--- config.mk ---
export PLATFORM = sky130hd
export DESIGN_NAME = spi_tx_shifter
export DESIGN_NICKNAME = d
export VERILOG_FILES = /design/src/rtl/spi_pkg.sv /design/src/rtl/spi_tx_hold.sv /design/src/rtl/spi_tx_shifter.sv
export SDC_FILE = /design/constraint.sdc
export NUM_CORES = 1
export LEC_CHECK = 0
export CORE_ASPECT_RATIO = 0.8
export CORE_MARGIN = 8
export CORE_UTILIZATION = 54
export CTS_BUF_LIST = sky130_fd_sc_hd__clkbuf_16
export CTS_CLUSTER_SIZE = 30
export DETAILED_ROUTE_END_ITERATION = 16
export DONT_BUFFER_PORTS = 1
export PLACE_DENSITY = 0.72
export SKIP_CTS_REPAIR_TIMING = 1
export SLEW_MARGIN = 20
export SYNTH_ARGS = -nofsm -noshare
export SYNTH_HDL_FRONTEND = slang
export SYNTH_SLANG_ARGS = --single-unit
--- constraint.sdc ---
create_clock -name clock -period 2.9 [get_ports clock]
set_clock_uncertainty 0.05 [all_clocks]
set_input_delay 0.145 -clock clock [delete_from_list [all_inputs] [get_ports clock]]
set_output_delay 0.145 -clock clock [all_outputs]
set_load 0.005 [all_outputs]
--- src/rtl/spi_pkg.sv ---
// Shared SPI link types and constants for the MCU-to-FPGA transmitter path.
package spi_pkg;

    localparam int SPI_WORD_W = 16;

    typedef logic [SPI_WORD_W-1:0] spi_word_t;

    typedef enum logic {
        TX_IDLE  = 1'b0,
        TX_SHIFT = 1'b1
    } spi_tx_state_e;

    localparam spi_word_t SPI_FILL_DEFAULT = '0;

endpackage

--- src/rtl/spi_tx_hold.sv ---
// One-entry holding register between core logic (valid/ready) and the SPI shifter.
module spi_tx_hold
    import spi_pkg::*;
#(
    parameter int WIDTH = SPI_WORD_W
) (
    input  logic             clock,
    input  logic             reset,
    input  logic [WIDTH-1:0] wr_data,
    input  logic             wr_valid,
    output logic             wr_ready,
    input  logic             consume,
    output logic [WIDTH-1:0] hold_data,
    output logic             hold_full
);

    logic [WIDTH-1:0] hold_q, hold_d;
    logic             full_q, full_d;

    // A write is accepted in the same cycle the shifter consumes the held word.
    always_comb begin
        wr_ready = !full_q || consume;
        hold_d   = hold_q;
        full_d   = full_q;
        if (consume) begin
            full_d = 1'b0;
        end
        if (wr_valid && wr_ready) begin
            hold_d = wr_data;
            full_d = 1'b1;
        end
    end

    always_ff @(posedge clock or posedge reset) begin
        if (reset) begin
            hold_q <= '0;
            full_q <= 1'b0;
        end else begin
            hold_q <= hold_d;
            full_q <= full_d;
        end
    end

    assign hold_data = hold_q;
    assign hold_full = full_q;

endmodule

--- src/rtl/spi_tx_shifter.sv ---
// SPI slave transmitter: shifts WIDTH-bit words MSB-first onto shiftout while enable is high.
// Optional SPI_TX_UNDERRUN_CNT_EN adds a saturating 8-bit underrun_count output.
module spi_tx_shifter
    import spi_pkg::*;
#(
    parameter int               WIDTH     = SPI_WORD_W,
    parameter logic [WIDTH-1:0] FILL_WORD = WIDTH'(SPI_FILL_DEFAULT)
) (
    input  logic             clock,
    input  logic             reset,
    input  logic             enable,
    input  logic [WIDTH-1:0] tx_data,
    input  logic             tx_valid,
    output logic             tx_ready,
    output logic             shiftout,
    output logic             busy,
    output logic             word_done,
    output logic             underrun,
    output logic             aborted
`ifdef SPI_TX_UNDERRUN_CNT_EN
    ,
    output logic [7:0]       underrun_count
`endif
);

    localparam int               CNT_W    = $clog2(WIDTH);
    localparam logic [CNT_W-1:0] LAST_CNT = CNT_W'(WIDTH - 1);

    logic [WIDTH-1:0] shreg_q, shreg_d;
    logic [CNT_W-1:0] cnt_q, cnt_d;
    logic             word_done_q, word_done_d;
    logic             underrun_q, underrun_d;
    logic             aborted_q, aborted_d;

    logic [WIDTH-1:0] hold_data;
    logic             hold_full;
    logic             consume;
    logic [WIDTH-1:0] next_word;
    spi_tx_state_e    state;

    spi_tx_hold #(
        .WIDTH (WIDTH)
    ) u_hold (
        .clock     (clock),
        .reset     (reset),
        .wr_data   (tx_data),
        .wr_valid  (tx_valid),
        .wr_ready  (tx_ready),
        .consume   (consume),
        .hold_data (hold_data),
        .hold_full (hold_full)
    );

    // Bit 0 of a new word comes straight from the hold register so frames start with no latency.
    always_comb begin
        state       = (cnt_q == '0) ? TX_IDLE : TX_SHIFT;
        next_word   = hold_full ? hold_data : FILL_WORD;
        shreg_d     = shreg_q;
        cnt_d       = cnt_q;
        word_done_d = 1'b0;
        underrun_d  = 1'b0;
        aborted_d   = 1'b0;
        consume     = 1'b0;
        shiftout    = 1'b0;

        case (state)
            TX_IDLE: begin
                if (enable) begin
                    shiftout   = next_word[WIDTH-1];
                    shreg_d    = next_word << 1;
                    cnt_d      = CNT_W'(1);
                    consume    = 1'b1;
                    underrun_d = !hold_full;
                end
            end
            TX_SHIFT: begin
                if (enable) begin
                    shiftout = shreg_q[WIDTH-1];
                    shreg_d  = shreg_q << 1;
                    if (cnt_q == LAST_CNT) begin
                        cnt_d       = '0;
                        word_done_d = 1'b1;
                    end else begin
                        cnt_d = cnt_q + CNT_W'(1);
                    end
                end else begin
                    cnt_d     = '0;
                    aborted_d = 1'b1;
                end
            end
            default: begin
                cnt_d = '0;
            end
        endcase
    end

    always_ff @(posedge clock or posedge reset) begin
        if (reset) begin
            shreg_q     <= '0;
            cnt_q       <= '0;
            word_done_q <= 1'b0;
            underrun_q  <= 1'b0;
            aborted_q   <= 1'b0;
        end else begin
            shreg_q     <= shreg_d;
            cnt_q       <= cnt_d;
            word_done_q <= word_done_d;
            underrun_q  <= underrun_d;
            aborted_q   <= aborted_d;
        end
    end

    assign busy      = (state == TX_SHIFT);
    assign word_done = word_done_q;
    assign underrun  = underrun_q;
    assign aborted   = aborted_q;

`ifdef SPI_TX_UNDERRUN_CNT_EN
    logic [7:0] urun_cnt_q, urun_cnt_d;

    always_comb begin
        urun_cnt_d = urun_cnt_q;
        if (underrun_d && (urun_cnt_q != 8'hFF)) begin
            urun_cnt_d = urun_cnt_q + 8'd1;
        end
    end

    always_ff @(posedge clock or posedge reset) begin
        if (reset) begin
            urun_cnt_q <= '0;
        end else begin
            urun_cnt_q <= urun_cnt_d;
        end
    end

    assign underrun_count = urun_cnt_q;
`endif

endmodule

==> results of run 1 <==
[stage by stage]
stage	power [mW]	hold slack (ps)	worst slack (ps)	area [sq um]
after floorplan	1.508	208.8	1173	1744
after global routing	2.280	0.6134	284.0	2073
final	2.138	-22.80	451.3	2073
after detailed placement	1.628	98.85	775.9	1754
after global placement	1.592	97.29	874.3	1754
after CTS	2.123	-193.8	464.5	1883
[synthesized netlist by cell type (2+ instances only)]
master | instances | area share
nand3_1 | 17 | 0.049
nor2_1 | 16 | 0.034
a21oi_1 | 3 | 0.0086
inv_1 | 6 | 0.013
mux2_2 | 6 | 0.039
nand2_1 | 18 | 0.039
ha_1 | 2 | 0.014
buf_2 | 4 | 0.011
mux2_4 | 10 | 0.086
a31oi_1 | 14 | 0.050
nor3_1 | 2 | 0.0057
clkbuf_1 | 3 | 0.0065
dfrtp_1 | 39 | 0.56
o21ai_0 | 2 | 0.0057
[flip-flops by register name, summed over array words and instances, names as in the netlist]
register	count
u_hold.hold_full	1
shreg_q	15
underrun	1
u_hold.hold_data	16
cnt_q	4
word_done	1
aborted	1
[layout make-up]
cell class	count	area share
clock inverter	1	0.001810
sequential	39	0.4707
inverter	7	0.01267
timing repair buffer	21	0.09897
clock buffer	5	0.06035
multi-input combinational	100	0.3313
tap	40	0.02414
[worst paths after layout]
check | endpoint | slack (ps) | depth (start not counted)
max in group asynchronous | u_hold.hold_data[4] | 1700 | 3
setup / recovery | shiftout | 450 | 6
setup reg to reg | shreg_q[13] | 690 | 6
hold reg to reg | shreg_q[1] | 440 | 1
hold / removal | shreg_q[6] | -20 | 2
min in group asynchronous | aborted | 350 | 2
[power by group]
part	switching [mW]	internal [mW]	leakage [nW]	total, mW
Clock	0.187	0.305	0.0669	0.491
Sequential	0.148	0.790	0.465	0.938
Combinational	0.353	0.355	0.404	0.709
[per-layer routing]
layer / vias to the layer above / part of all wire / global-route usage
met5: - / 0 / 0
li1: 574 / - / -
met4: 0 / 0.013 / 0.05530
met1: 618 / 0.44 / 0.1617
met2: 52 / 0.47 / 0.1807
met3: 6 / 0.075 / 0.07392
[cell families after synthesis]
logic type	Yosys count
XOR/XNOR	1
multiplexers	16
adder cells (fa/ha/maj)	2
flip-flops	39
AO/OA/AOI/OAI	24
buffers and inverters	16
AND/OR/NAND/NOR	57
==> impl_metrics.csv, run 1 <==
group,metric,value,unit
status,status,"finished, violations left",
status,violations,"hold timing",
power_and_ir_drop,powerDensity,1031,nW/um^2
grt,gr-total-overflow,0,
yosys,synth_fa_ha_area_frac,0.01435,
detailed_routing,vias,1250,
clock_network,tritoncts.num_buffers,5,
critical_path,critPathMaxStageDelay,670,ps
yosys,synth_xor_area_frac,0.005022,
yosys,ys_seq_area_frac,0.5595,
job,maxCapViolations,0,
cells_and_area,fin_util,0.6719,
yosys,synth_top_family_by_area,"simple AND/OR/NAND/NOR gates",
cells_and_area,insertedDiodeCount,0,
clock_network,cts_max_level,2,
clock_network,clock_insertion_delay_worst_skew,280,ps
floorplan,dieArea,5316,sq um
sta,setup_violations,0,
cells_and_area,mostFrequentLayoutCell,"dfrtp_1",
yosys,syn_area,1744,sq um
cells_and_area,layout-drive-gt1-share,0.1561,
critical_path,cp_slowest_cell,"nor3b_4",
sta,slew_headroom,0.4247,
clock_network,cts_tree,"done",
critical_path,critPathArrivalTime,2250,ps
floorplan,start_util,0.5653,
placed_design,gp_congestion,0.7796,
placed_design,dp_hpwl,2239,um
critical_path,path_cells,"inv_1, ha_1, nor3b_4, inv_2, nand2_1, a21oi_1",
sta,worstMarginPinSlew,860.1,ps
detailed_routing,routed_via_density,5.869,
yosys,avgSynthCellArea,11.25,sq um
clock_network,cts_max_path_buffers,2,
yosys,synth_simple_gate_area_frac,0.1564,
sta,tns,0,ps
min_path,hold_path_class,"input port to flip-flop",
grt,grt_usage,0.1304,
placed_design,port_buffers,0,
critical_path,setup.worst_path.start,"cnt_q[0]",
critical_path,start_kind,"flip-flop",
critical_path,r2r_start,"cnt_q[0]",
detailed_routing,drt_iter0_drc,125,
floorplan,die_w,79.54,um
detailed_routing,routed_wl,3554,um
detailed_routing,drc,0,
clock_network,cts.sinks,39,
floorplan,core.rowCount,18,
critical_path,required,2710,ps
yosys,synthFlopType,"dfrtp_1",
yosys,synth_cells,155,
yosys,synth_edf_count,0,
floorplan,die_y,66.83,um
critical_path,critPathBufInv,2,
critical_path,critPathKind,"flip-flop to primary output",
detailed_routing,avgRoutedWirePerCell,16.69,um
sta,min_period_over_period,0.8444,
yosys,synthMuxAreaShare,0.1248,
sta,rsz0062_at_grt,"no",
sta,hold_viol_final,8,
grt,grt_pass1_vias,1092,
power_and_ir_drop,p_leak,0.9366,nW
cells_and_area,multi_input_area,686.9,sq um
floorplan,io_pins,26,
yosys,async_reset_ff_frac,1.000,
power_and_ir_drop,vdd_drop_max,0.0005639,V
yosys,yosys_warnings,0,
sta,layout_min_cycle_time,2449,ps
critical_path,critPathMaxFanout,19,
clock_network,clkTransAtPathRegs,50,ps
sta,drv_slew,0,
yosys,synth-compound-area-share,0.09326,
grt,grt_pass1_wl,5244,um
detailed_routing,drt-pass1-iter-count,6,
cells_and_area,final_cell_mix,"dfrtp_1, dlygate4sd3_1, nand2_1, nand3_1, nor2_1",
yosys,synth_seq_cells,39,
sta,whs,-22.80,ps
cells_and_area,n_fill_cell,226,
critical_path,crit_family,"simple AND/OR/NAND/NOR gates",
cells_and_area,fin_cells,213,
placed_design,dp_cells,188,
cells_and_area,fin_nets,196,
yosys,synth_nets,177,
yosys,synth_cell_types,27,
critical_path,crit_path_end_kind,"primary output",
grt,antenna_found_initial,0,
cells_and_area,flow.area_growth_from_synthesis,18.87,%
clock_network,root_buffer,"clkbuf_16",
sta,fmax,0.4084,GHz
detailed_routing,ant_nets,0,
floorplan,fp.coreArea,3085,sq um
cells_and_area,seq_area,975.9,sq um
grt,grt_max_degree,37,
min_path,worstHoldStart,"enable",
Note: power is estimated with default switching activity, not from simulation.
==> inputs of run 2 (changes only) <==
--- a/config.mk
+++ b/config.mk
@@ -5,6 +5,7 @@
 export SDC_FILE = /design/constraint.sdc
 export NUM_CORES = 1
 export LEC_CHECK = 0
+export ABC_AREA = 1
 export CORE_ASPECT_RATIO = 0.8
 export CORE_MARGIN = 8
 export CORE_UTILIZATION = 54
@@ -12,7 +13,7 @@
 export CTS_CLUSTER_SIZE = 30
 export DETAILED_ROUTE_END_ITERATION = 16
 export DONT_BUFFER_PORTS = 1
-export PLACE_DENSITY = 0.72
+export PLACE_DENSITY = 0.75
 export SKIP_CTS_REPAIR_TIMING = 1
 export SLEW_MARGIN = 20
 export SYNTH_ARGS = -nofsm -noshare
==> constraint.sdc (replaced) <==
create_clock -name clock -period 2.05 [get_ports clock]
set_clock_uncertainty 0.05 [all_clocks]
set_input_delay 0.1025 -clock clock [delete_from_list [all_inputs] [get_ports clock]]
set_output_delay 0.1025 -clock clock [all_outputs]
set_load 0.005 [all_outputs]
==> run 2 against run 1 <==
Count of clock-buffer cells in the layout stayed put. First-iteration DRC count is 30% lower. Cell count is 17% higher. Critical path depth is 1 lower. The run still ends with hold timing left. Synthesized area is 1.5% lower. Critical endpoint unchanged. Largest power group unchanged. Largest cell class unchanged. Clock power is 48% higher. Routed wire length is 2.3% higher.
==> impl_metrics.csv, run 2 <==
group,metric,value,unit
status,status,"finished, violations left",
status,violations,"hold timing",
sta,setup_violations,0,
sta,drv_slew,0,
yosys,synth_nets,213,
power_and_ir_drop,power_frac_clock,0.261,
critical_path,r2r-end,"aborted",
sta,hold_viol_final,2,
cells_and_area,fin_nets,231,
clock_network,tritoncts.num_buffers,5,
critical_path,r2r_start,"cnt_q[1]",
floorplan,die_w,79.06,um
grt,grt_pass1_vias,1263,
placed_design,gp_congestion,0.8088,
detailed_routing,drt-pass1-iter-count,6,
detailed_routing,ant_nets,0,
placed_design,pre_cts_ws,349.5,ps
critical_path,start_kind,"input port",
sta,fmax,0.5191,GHz
clock_network,cts.sinks,39,
min_path,hold_path_class,"input port to flip-flop",
cells_and_area,layout-drive-gt1-share,0.07177,
power_and_ir_drop,seq_power_share,0.463,
critical_path,reg2regPathDepth,6,
critical_path,required,1900,ps
floorplan,core.rowCount,18,
clock_network,cts_max_level,2,
detailed_routing,drt_iter0_drc,88,
critical_path,path_cells,"dlygate4sd3_1, nand3_4, nor2_4, nand2_1, nand2_1",
placed_design,dp_hpwl,2340,um
cells_and_area,flow.area_growth_from_synthesis,19.30,%
yosys,ys_seq_area_frac,0.5681,
yosys,synth_most_common_cell,"nand2_1",
grt,antenna_found_initial,0,
power_and_ir_drop,swShare,0.3503,
clock_network,clock_insertion_delay_worst_skew,280,ps
cells_and_area,largest_register_ffs,16,
job,maxCapViolations,0,
grt,grt_usage,0.1464,
sta,tns,0,ps
yosys,synth_top_area_cell,"dfrtp_1",
grt,gr-total-overflow,0,
clock_network,cts_tree,"done",
yosys,synthFlopType,"dfrtp_1",
critical_path,crit_family,"buffers and inverters",
cells_and_area,mostFrequentLayoutCell,"nand2_1",
critical_path,critPathMaxFanout,16,
yosys,syn_area,1718,sq um
yosys,async_reset_ff_frac,1.000,
yosys,synth_seq_cells,39,
detailed_routing,avgRoutedWirePerCell,14.60,um
power_and_ir_drop,power.total,2.783,mW
critical_path,setup.worst_path.start,"enable",
yosys,netlist.area_leader.share,0.5681,
critical_path,critPathBufInv,1,
clock_network,root_buffer,"clkbuf_16",
yosys,yosys_warnings,0,
cells_and_area,insertedDiodeCount,0,
cells_and_area,final_cell_mix,"nand2_1, nand3_1, dfrtp_1, dlygate4sd3_1, inv_1",
sta,setup_ws,123.7,ps
clock_network,cts_max_path_buffers,2,
yosys,synth_cells,191,
power_and_ir_drop,p_sw,0.9749,mW
sta,rsz0062_at_grt,"no",
yosys,synth_edf_count,0,
grt,grt_pass1_wl,5851,um
sta,layout_min_cycle_time,1926,ps
detailed_routing,vias,1356,
yosys,synth_cell_types,21,
floorplan,dieArea,5254,sq um
clock_network,clkTransAtPathRegs,50,ps
critical_path,crit_path_end_kind,"primary output",
placed_design,port_buffers,0,
critical_path,regToRegSetupSlack,130,ps
power_and_ir_drop,vdd_drop_max,0.0007502,V
floorplan,start_util,0.5609,
critical_path,critPathArrivalTime,1770,ps
power_and_ir_drop,p_leak,1.025,nW
cells_and_area,n_fill_cell,256,
sta,worstMarginPinSlew,618.7,ps
power_and_ir_drop,comb_power_share,0.276,
sta,whs,-42.29,ps
sta,min_period_over_period,0.9397,
power_and_ir_drop,powerDensity,1358,nW/um^2
yosys,ys_top_cells_by_count,"nand2_1, nand3_1, dfrtp_1",
grt,grt_max_degree,40,
critical_path,critPathKind,"input port to primary output",
critical_path,cp_slowest_cell,"dlygate4sd3_1",
sta,slew_headroom,0.5861,
critical_path,cpMostUsedCell,"nand2_1",
yosys,avgSynthCellArea,8.994,sq um
floorplan,io_pins,26,
critical_path,critPathMaxStageDelay,930,ps
detailed_routing,routed_via_density,5.446,
critical_path,path_depth,5,
power_and_ir_drop,p_int,1.808,mW
detailed_routing,drc,0,
detailed_routing,routed_wl,3635,um
floorplan,fp.coreArea,3063,sq um
floorplan,die_y,66.45,um
yosys,yosys-top-cells-area,"dfrtp_1, nand2_1, nand3_1",
critical_path,critPathCapture,"shiftout",
==> run 2: cell types whose count changed in the layout (fill, tap and decap cells not counted), moves of 2 or more <==
cell,previous run,this run
a21oi_1,3,1
a31oi_1,14,0
mux2_2,6,0
mux2_4,10,0
nand2_1,18,69
nand3_1,17,46
nor2_1,16,5
nor3_1,2,0
==> run 2: how the worst min path moves through the flow <==
stage	startpoint	endpoint	slack (ps)	cells past startpoint
4_1_cts	reset	u_hold.hold_data[15]	-210	2
3_3_place_gp	reset	word_done	80	2
2_1_floorplan	tx_data[10]	u_hold.hold_data[10]	200	2
6_report	enable	shreg_q[3]	-40	2
3_5_place_dp	reset	word_done	90	2
5_1_grt	enable	shreg_q[3]	20	2
==> run 2: stage by stage <==
stage / cell area (sq um) / util / std cells
final: 2049 / 0.6691 / 249
after global routing: 2049 / 0.6691 / 249
after CTS: 1847 / 0.6029 / 229
after floorplan: 1718 / - / 191
after detailed placement: 1708 / 0.5576 / 222
after global placement: 1708 / 0.5576 / 222
==> run 2: power groups by stage <==
| stage | logic, mW | registers, mW | clock network (mW) |
|---|---|---|---|
| final | 0.767 | 1.29 | 0.727 |
| after global routing | 0.895 | 1.33 | 0.788 |
| after CTS | 0.720 | 1.29 | 0.742 |
| after detailed placement | 0.713 | 1.30 | 0 |
| after global placement | 0.674 | 1.28 | 0 |
| after floorplan | 0.664 | 1.24 | 0 |
==> run 2: cells by family (layout without fill, tap and decap cells) <==
logic type	after synthesis	in the layout	synth area share
fa+ha+maj	2	2	0.01456
flops	39	39	0.5681
compound gates	4	4	0.01456
simple gates	128	128	0.3460
buf+inv	18	36	0.05681
==> run 2: final cells by class <==
type                    instances  area, sq um  share of cell area
clock buffers                   5        125.1             0.06105
inverters                       8        30.03             0.01465
flip-flops and latches         39        975.9              0.4762
multi-input cells             134        646.9              0.3156
repair buffers                 21        207.7              0.1013
well taps                      40        50.05             0.02442
clock inverters                 2        13.76            0.006715
==> run 2: layer usage <==
metal	up-vias	part of all wire	track usage
li1	649	-	-
met1	653	0.44	0.1819
met2	45	0.46	0.2119
met3	9	0.069	0.05108
met4	0	0.026	0.09677
met5	-	0	0
==> inputs of run 3 (changes only) <==
--- a/config.mk
+++ b/config.mk
@@ -13,6 +13,7 @@
 export CTS_CLUSTER_SIZE = 30
 export DETAILED_ROUTE_END_ITERATION = 16
 export DONT_BUFFER_PORTS = 1
+export MAX_ROUTING_LAYER = met4
 export PLACE_DENSITY = 0.75
 export SKIP_CTS_REPAIR_TIMING = 1
 export SLEW_MARGIN = 20
==> run 3 against run 2 <==
The flow still finishes with violations (hold timing). Hold slack improved by 1.8 ps. Core utilization unchanged. Setup slack got worse by 12 ps. Die area unchanged. Sequential share of layout area unchanged. Non-clock buffer count unchanged. Cell count unchanged. Sequential power about the same. Register-to-register slack about the same. Global-route usage increased by 0.43 points. Count of clock-buffer cells in the layout unchanged. Critical path depth unchanged. Critical endpoint unchanged.
==> impl_metrics.csv, run 3 (synthesized netlist as in run 2, its figures left out) <==
group,metric,value,unit
power_and_ir_drop,vdd_drop_max,0.0007545,V
sta,layout_min_cycle_time,1938,ps
sta,slew_headroom,0.5772,
clock_network,clkTransAtPathRegs,50,ps
floorplan,io_pins,26,
placed_design,place_area,1708,sq um
detailed_routing,ant_nets,0,
sta,hold_viol_final,2,
floorplan,fp.coreArea,3063,sq um
sta,rsz0062_at_grt,"no",
floorplan,die_y,66.45,um
detailed_routing,routed_via_density,5.390,
clock_network,tritoncts.num_buffers,5,
power_and_ir_drop,p_leak,1.025,nW
clock_network,cts_max_level,2,
placed_design,gp_congestion,0.8206,
critical_path,critPathArrivalTime,1790,ps
grt,grt_pass1_vias,1264,
status,violations,"hold timing",
cells_and_area,mostFrequentLayoutCell,"nand2_1",
floorplan,core.rowCount,18,
sta,whs,-40.54,ps
grt,grt_max_degree,40,
power_and_ir_drop,comb_power_share,0.275,
detailed_routing,drt-pass1-iter-count,5,
placed_design,port_buffers,0,
cells_and_area,seq_area,975.9,sq um
placed_design,dp_hpwl,2340,um
critical_path,critPathMaxFanout,16,
clock_network,root_buffer,"clkbuf_16",
clock_network,cts_max_path_buffers,2,
floorplan,dieArea,5254,sq um
sta,setup_violations,0,
clock_network,clock_insertion_delay_worst_skew,280,ps
sta,min_period_over_period,0.9456,
cells_and_area,fin_nets,231,
sta,fmax,0.5159,GHz
status,status,"finished, violations left",
critical_path,crit_path_end_kind,"primary output",
detailed_routing,routed_wl,3655,um
cells_and_area,n_fill_cell,256,
detailed_routing,avgRoutedWirePerCell,14.68,um
grt,antenna_found_initial,0,
grt,grt_pass1_wl,5837,um
grt,gr-total-overflow,0,
floorplan,die_w,79.06,um
detailed_routing,vias,1342,
clock_network,cts.sinks,39,
floorplan,start_util,0.5609,
detailed_routing,drc,0,
cells_and_area,fin_area,2049,sq um
grt,grt_usage,0.1507,
cells_and_area,multi_input_area,646.9,sq um
cells_and_area,layout-drive-gt1-share,0.07177,
cells_and_area,insertedDiodeCount,0,
sta,drv_slew,0,
critical_path,required,1900,ps
job,maxCapViolations,0,
power_and_ir_drop,seq_power_share,0.463,
critical_path,start_kind,"input port",
power_and_ir_drop,powerDensity,1359,nW/um^2
placed_design,pre_cts_ws,349.5,ps
min_path,hold_path_class,"input port to flip-flop",
cells_and_area,flow.area_growth_from_synthesis,19.30,%
power_and_ir_drop,p_sw,0.9767,mW
sta,tns,0,ps
sta,worstMarginPinSlew,632.1,ps
critical_path,critPathKind,"input port to primary output",
sta,setup_ws,111.6,ps
cells_and_area,final_cell_mix,"nand2_1, nand3_1, dfrtp_1, dlygate4sd3_1, inv_1",
clock_network,cts_tree,"done",
power_and_ir_drop,power_frac_clock,0.262,
detailed_routing,drt_iter0_drc,89,
power_and_ir_drop,swShare,0.3508,
power_and_ir_drop,p_int,1.808,mW
cells_and_area,largest_register_ffs,16,
[run 3: cell counts in the layout (fill, tap and decap cells not counted)]
Identical to the previous run, type by type.
[run 3: layout make-up]
type | count | area share
Clock buffer | 5 | 0.06105
Tap cell | 40 | 0.02442
Multi-Input combinational cell | 134 | 0.3156
Clock inverter | 2 | 0.006715
Inverter | 8 | 0.01465
Timing Repair Buffer | 21 | 0.1013
Sequential cell | 39 | 0.4762
[run 3: per-stage QoR]
step | hold slack, ps | std cells | util | power, mW
after floorplan | 197.0 | 191 | - | 1.903
after global placement | 78.62 | 222 | 0.5576 | 1.951
after detailed placement | 86.12 | 222 | 0.5576 | 2.010
after CTS | -207.4 | 229 | 0.6029 | 2.750
after global routing | 15.02 | 249 | 0.6691 | 3.010
final | -40.54 | 249 | 0.6691 | 2.784
[run 3: worst paths after layout]
kind                                 startpoint                    to  slack (ps)  cells past startpoint
hold reg to reg            u_hold.hold_data[13]  u_hold.hold_data[13]         420                      2
setup / recovery                         enable              shiftout         110                      5
hold / removal                           enable            shreg_q[3]         -40                      2
max in group asynchronous                 reset              cnt_q[2]        1280                      3
setup reg to reg                       cnt_q[1]               aborted         130                      6
min in group asynchronous                 reset            shreg_q[5]         330                      3
[run 3: critical path, stage by stage]
cell           delay (ps)
dlygate4sd3_1         940
nand3_4               210
nor2_4                320
nand2_1               110
nand2_1                90
[run 3: power by group through the flow]
stage	combinational, mW	sequential, mW	clock [mW]
floorplan	0.664	1.24	0
global placement	0.674	1.28	0
detailed placement	0.713	1.30	0
CTS	0.720	1.29	0.742
global route	0.896	1.33	0.788
finish	0.766	1.29	0.729
[run 3: per-layer routing]
metal	up-vias	part of all wire	track usage
met1	644	0.47	0.1885
met4	0	0.025	0.09677
met3	9	0.053	0.04167
met2	39	0.45	0.2108
met5	-	0	-
li1	650	-	-
